**config.mk**
```make
export PLATFORM = sky130hd
export DESIGN_NAME = llm_sn_mem_bridge
export DESIGN_NICKNAME = d
export VERILOG_FILES = /design/src/rtl/llm_sn_mem_bridge.sv
export SDC_FILE = /design/constraint.sdc
export NUM_CORES = 2
export LEC_CHECK = 0
export ABC_AREA = 1
export BUFFER_PORTS_ARGS = -buffer_cell sky130_fd_sc_hd__buf_4
export CORE_AREA = 8 8 482 484
export CTS_BUF_LIST = sky130_fd_sc_hd__clkbuf_4
export CTS_CLUSTER_SIZE = 25
export DETAILED_ROUTE_END_ITERATION = 7
export DIE_AREA = 0 0 490 492
export PLACE_DENSITY = 0.61
export SKIP_LAST_GASP = 1
export SLEW_MARGIN = 30
export SYNTH_ARGS = -nofsm -noshare
export SYNTH_HDL_FRONTEND = slang
export SYNTH_SLANG_ARGS = --single-unit
```
**constraint.sdc**
```tcl
create_clock -name clk -period 57.4 [get_ports clk]
set_input_delay 8.61 -clock clk [delete_from_list [all_inputs] [get_ports clk]]
set_output_delay 8.61 -clock clk [all_outputs]
set_load 0.005 [all_outputs]
```
**src/rtl/llm_sn_mem_bridge.sv**
```systemverilog
// SN-side memory bridge for the upstream cache.
// Queues CHI-H requests in order, runs them one at a time against a
// valid/ready memory backend and returns in-order responses. A programmable
// timeout turns a lost backend response into an error completion.
module llm_sn_mem_bridge #(
    parameter int unsigned ADDR_W    = 48,
    parameter int unsigned DATA_W    = 256,
    parameter int unsigned PRI_W     = 3,
    parameter int unsigned REQ_DEPTH = 4
) (
    input  logic                         clk,
    input  logic                         rst,
    input  logic [15:0]                  req_timeout,
    input  logic [ADDR_W-1:0]            sn_chi_req_addr,
    input  logic [DATA_W-1:0]            sn_chi_req_data,
    input  logic [7:0]                   sn_chi_req_size,
    input  logic                         sn_chi_req_snp,
    input  logic [31:0]                  sn_chi_req_pld,
    input  logic [PRI_W-1:0]             sn_chi_req_priority,
    input  logic                         sn_chi_req_valid,
    output logic                         sn_chi_req_ready,
    output logic [DATA_W-1:0]            sn_chi_resp_data,
    output logic                         sn_chi_resp_error,
    output logic [31:0]                  sn_chi_resp_pld,
    output logic                         sn_chi_resp_valid,
    input  logic                         sn_chi_resp_ready,
    output logic                         mem_req_valid,
    output logic                         mem_req_we,
    output logic [ADDR_W-1:0]            mem_req_addr,
    output logic [DATA_W-1:0]            mem_req_wdata,
    input  logic                         mem_req_ready,
    input  logic                         mem_rsp_valid,
    input  logic [DATA_W-1:0]            mem_rsp_rdata,
    input  logic                         mem_rsp_err,
    output logic [$clog2(REQ_DEPTH):0]   pending_count,
    output logic [7:0]                   timeout_count
);

    localparam int unsigned PTR_W = $clog2(REQ_DEPTH);
    localparam int unsigned CNT_W = PTR_W + 1;

    typedef struct packed {
        logic [ADDR_W-1:0] addr;
        logic [DATA_W-1:0] data;
        logic [7:0]        size;
        logic              snp;
        logic [31:0]       pld;
    } req_entry_t;

    typedef enum logic [1:0] {
        S_IDLE  = 2'd0,
        S_ISSUE = 2'd1,
        S_WAIT  = 2'd2,
        S_RESP  = 2'd3
    } state_t;

    req_entry_t        fifo_mem [REQ_DEPTH];
    req_entry_t        head;
    req_entry_t        push_entry;
    logic [PTR_W-1:0]  wr_ptr;
    logic [PTR_W-1:0]  rd_ptr;
    logic              full;
    logic              empty;
    logic              push;
    logic              pop;

    state_t            state;
    logic              stale;
    logic [15:0]       timer;
    logic              timer_hit;
    logic              rsp_live;

    // Size and priority are carried but have no effect on behaviour.
    logic              unused_fields;
    assign unused_fields = ^{sn_chi_req_priority, head.size};

    // Occupancy decode; ready is combinational from the registered count.
    assign full             = (pending_count == CNT_W'(REQ_DEPTH));
    assign empty            = (pending_count == CNT_W'(0));
    assign sn_chi_req_ready = !full && !rst;
    assign push             = sn_chi_req_valid && sn_chi_req_ready;
    assign pop              = (state == S_RESP) && sn_chi_resp_valid && sn_chi_resp_ready;
    assign head             = fifo_mem[rd_ptr];

    // A backend response while stale belongs to an abandoned access.
    assign rsp_live  = mem_rsp_valid && !stale;
    assign timer_hit = (req_timeout != 16'd0) && (timer == (req_timeout - 16'd1));

    always_comb begin
        push_entry      = '0;
        push_entry.addr = sn_chi_req_addr;
        push_entry.data = sn_chi_req_data;
        push_entry.size = sn_chi_req_size;
        push_entry.snp  = sn_chi_req_snp;
        push_entry.pld  = sn_chi_req_pld;
    end

    // FIFO storage; contents are qualified by the pointers so no reset is needed.
    always_ff @(posedge clk) begin
        if (push) begin
            fifo_mem[wr_ptr] <= push_entry;
        end
    end

    // FIFO pointers and occupancy.
    always_ff @(posedge clk or posedge rst) begin
        if (rst) begin
            wr_ptr        <= '0;
            rd_ptr        <= '0;
            pending_count <= '0;
        end else begin
            if (push) begin
                wr_ptr <= wr_ptr + PTR_W'(1);
            end
            if (pop) begin
                rd_ptr <= rd_ptr + PTR_W'(1);
            end
            case ({push, pop})
                2'b10:   pending_count <= pending_count + CNT_W'(1);
                2'b01:   pending_count <= pending_count - CNT_W'(1);
                default: pending_count <= pending_count;
            endcase
        end
    end

    // Request sequencer: issue, wait with timeout, and hold the response.
    always_ff @(posedge clk or posedge rst) begin
        if (rst) begin
            state             <= S_IDLE;
            stale             <= 1'b0;
            timer             <= '0;
            timeout_count     <= '0;
            mem_req_valid     <= 1'b0;
            mem_req_we        <= 1'b0;
            mem_req_addr      <= '0;
            mem_req_wdata     <= '0;
            sn_chi_resp_valid <= 1'b0;
            sn_chi_resp_data  <= '0;
            sn_chi_resp_error <= 1'b0;
            sn_chi_resp_pld   <= '0;
        end else begin
            if (stale && mem_rsp_valid) begin
                stale <= 1'b0;
            end

            case (state)
                S_IDLE: begin
                    if (!empty) begin
                        if (head.snp) begin
                            state             <= S_RESP;
                            sn_chi_resp_valid <= 1'b1;
                            sn_chi_resp_data  <= '0;
                            sn_chi_resp_error <= 1'b0;
                            sn_chi_resp_pld   <= head.pld;
                        end else if (!stale) begin
                            state         <= S_ISSUE;
                            mem_req_valid <= 1'b1;
                            mem_req_we    <= head.pld[0];
                            mem_req_addr  <= head.addr;
                            mem_req_wdata <= head.data;
                        end
                    end
                end

                S_ISSUE: begin
                    if (mem_req_ready) begin
                        state         <= S_WAIT;
                        mem_req_valid <= 1'b0;
                        timer         <= '0;
                    end
                end

                S_WAIT: begin
                    if (rsp_live) begin
                        state             <= S_RESP;
                        sn_chi_resp_valid <= 1'b1;
                        sn_chi_resp_data  <= head.pld[0] ? '0 : mem_rsp_rdata;
                        sn_chi_resp_error <= mem_rsp_err;
                        sn_chi_resp_pld   <= head.pld;
                    end else if (timer_hit) begin
                        state             <= S_RESP;
                        sn_chi_resp_valid <= 1'b1;
                        sn_chi_resp_data  <= '0;
                        sn_chi_resp_error <= 1'b1;
                        sn_chi_resp_pld   <= head.pld;
                        stale             <= 1'b1;
                        if (timeout_count != 8'hFF) begin
                            timeout_count <= timeout_count + 8'd1;
                        end
                    end else begin
                        timer <= timer + 16'd1;
                    end
                end

                S_RESP: begin
                    if (sn_chi_resp_ready) begin
                        state             <= S_IDLE;
                        sn_chi_resp_valid <= 1'b0;
                    end
                end

                default: begin
                    state <= S_IDLE;
                end
            endcase
        end
    end

endmodule

```
==> metrics <==
Synth Area per Inst=12.5 um2; top cells by area, synth=edfxtp_1, dfrtp_1, nor2_1; status=finished, final reports clean; Slew @ Worst Pin=1.16 ns; Hold EP=sn_chi_resp_data[29]; Detail Route Antenna Nets=0; Ports=between 1000 and 1500; VDD IR max=0.0492 mV; effective utilization at floorplan=0.349; Num CTS Buffers=548; DR WL/cell=24.6 um; antenna violations before repair=81; Worst Setup End Kind=output pin; sw power=1.84 mW; Post-Synth Simple-Gate Area=0.129; Fin Setup TNS=0 ns; RSZ-0062 raised after global routing=false; drt drc=0; first-pass GRT wire length=between 300000 and 400000 um; cells after synthesis=~6300; Die Wd=490 um; post-synth top area cell=edfxtp_1; Hold Crit Class=reg2reg; EDFF count, synth=approximately 1300; Synth Area in XOR/XNOR=0.00336; post-cts gate resize count=0; Largest delay share family, worst path=buffers and inverters; Rows=174; CTS tree=built; CTS Sinks=1978; Initial DRC Count=3742; FF-to-FF End=mem_req_wdata[20]; hold path cells=2; final hold vios=0; Post-DP HPWL=174000 um; Die Ht=492 um; H-tree levels=6; post-CTS setup buffers=0; maximum buffer depth of the clock tree=4; Bufs and invs on worst path=2; critical path type=in2out; Post-synth ARST share=0.319; drt pass-1 iters=5; post-synthesis mux area share=0.0438; Nets=between 8000 and 9000; Post-CTS Hold Fix Bufs=0; Synth top area share=0.518; Yosys Warn Count=0; WP data arrival=9.15 ns; GR Overflow Total=0; Internal=roughly 3.1 mW; Layout area overhead=24.4%; Clock Power Share=0.262; Comb power frac=0.348; FF-to-FF setup slack=51.43 ns; clk_skew=0.159 ns; sequential area share after synthesis=0.720; Lkg Pwr=39.0 nW; clock root buffer master=clkbuf_4; adder-cell share of the synthesized area=0.00234; Vias/cell=5.14; core area=224000 um2; crit-path max FO=2; worst skew pair latency=around 1.3 ns; Clk pin slew, worst setup/hold paths=0.06 ns; largest net degree at the start of global routing=216; total track usage=0.216; reg2reg path depth=10; Synth Flop Type=edfxtp_1; crit path cell chain=buf_4 -> a31oi_1 -> buf_4; DIE AREA=241000 um2; Critical Path Most Common Cell=buf_4; Max transition margin=0.226; CP max stage delay=0.23 ns; Worst R2R Start=rd_ptr[0]; max cap viols=0; most common cell after layout, fill and taps aside=edfxtp_1; CP startpoint kind=input pin; FF+latch count, synth=between 1500 and 2000; fin crit share=0.309; Tmin final=17.76 ns; slowest CP cell=a31oi_1; layout cells sized above 1=0.313; port buffer count=1223; final number of setup-violating endpoints=0; most frequent cells in the layout=edfxtp_1, buf_4, nor2_1; Critical Path RT=48.79 ns; Syn Std Cell Area=between 70000 and 80000 um2; sw frac=0.370; sequential share of power=0.391; Slew Viols, Final=0; vias in the first global route=57000; min-delay src=sn_chi_resp_data[29]; syn nets=6912; via count=57100; Total Wirelength=~270000 um; synth unique cells=41; Pwr Density=51.3 nW/um2; fmax=56.3 MHz; complex-gate fraction of the synthesized area=0.0723; largest family of logic cells by synthesized area=simple AND/OR/NAND/NOR gates; GPL Wtd Cong=between 0.9 and 1; post-layout util=0.434
[power groups by stage]
stage | sequential, mW | combinational, mW | clock (mW)
2_1_floorplan | 2.00 | 0.991 | 0
3_3_place_gp | 1.97 | 1.72 | 0
3_5_place_dp | 1.97 | 1.75 | 0
4_1_cts | 1.95 | 1.75 | 1.35
5_1_grt | 1.97 | 1.88 | 1.42
6_report | 1.95 | 1.73 | 1.30
[routing by layer]
metal  vias to the layer above  global-route usage  share of wire
met2                      2118               0.354           0.48
li1                      25800                   -              -
met4                        70               0.110          0.049
met3                       529              0.0820          0.088
met1                     28600               0.246           0.38
met5                         -                   0         0.0016
[registers in the layout (all words and copies together), names as in the netlist, 2 cells and up]
register	cells
timeout_count	8
state	2
sn_chi_resp_pld	32
wr_ptr	2
pending_count	3
fifo_mem	1348
mem_req_addr	48
mem_req_wdata	256
rd_ptr	2
timer	16
sn_chi_resp_data	256
[area by class of cell]
class,count,area (um2)
antenna,51,128
clock buffer,853,6400
clock inverter,111,703
fill,20900,127000
inverter,71,302
multi-input combinational,3750,19600
sequential,1978,56300
tap,2992,3740
timing repair buffer,1300,10000
[worst max path at each step]
stage	startpoint	end	slack (ns)	cells after the start
finish	rst	sn_chi_req_ready	39.64	3
detailed placement	rst	sn_chi_req_ready	39.66	3
global placement	rst	sn_chi_req_ready	39.69	3
global route	rst	sn_chi_req_ready	39.62	3
floorplan	rst	mem_req_addr[0]	31.14	1
CTS	rst	sn_chi_req_ready	39.66	3
[logic make-up (layout without fill, tap and decap cells)]
group	count (synthesis)	count (layout)
flops	1978	1978
compound gates	1037	1037
xor+xnor	30	30
fa+ha+maj	14	14
mux	304	304
buf+inv	543	2335
simple gates	2365	2365
other cells	0	51
[per-stage QoR]
stage / cells / hold slack, ns / setup slack [ns] / power, mW / cell area (um2)
after floorplan: 6271 / 0.473 / 31.14 / 3.00 / 78100
after global placement: 10100 / 0.468 / 39.69 / 3.69 / 89800
after detailed placement: 10100 / 0.466 / 39.66 / 3.72 / 89800
after CTS: 11100 / 0.483 / 39.66 / 5.05 / 96900
after global routing: 11100 / 0.501 / 39.62 / 5.27 / 97200
final: 11100 / 0.479 / 39.64 / 4.99 / 97200
[cell usage after synthesis (3+ instances only)]
library cell / instances
buf_6: 24
ha_1: 13
xnor2_1: 7
nand2_1: 762
buf_1: 29
edfxtp_1: 1348
inv_1: 66
nand3_1: 272
nand4_1: 300
o22ai_1: 335
clkbuf_1: 353
nor2_1: 980
nand2_2: 5
inv_2: 3
buf_2: 61
a21oi_1: 9
dfrtp_1: 630
nand3b_1: 5
nor3_1: 29
nor2_2: 3
o21ai_0: 682
mux2_2: 304
xor2_1: 23
nor4_1: 4
buf_4: 5
[worst min-delay path: cells and delay by family (launching register included)]
family	cells	cell delay (ns)
DFF	1	0.34
and+or+nand+nor	2	0.10
Power figures use the tool's default switching activity.
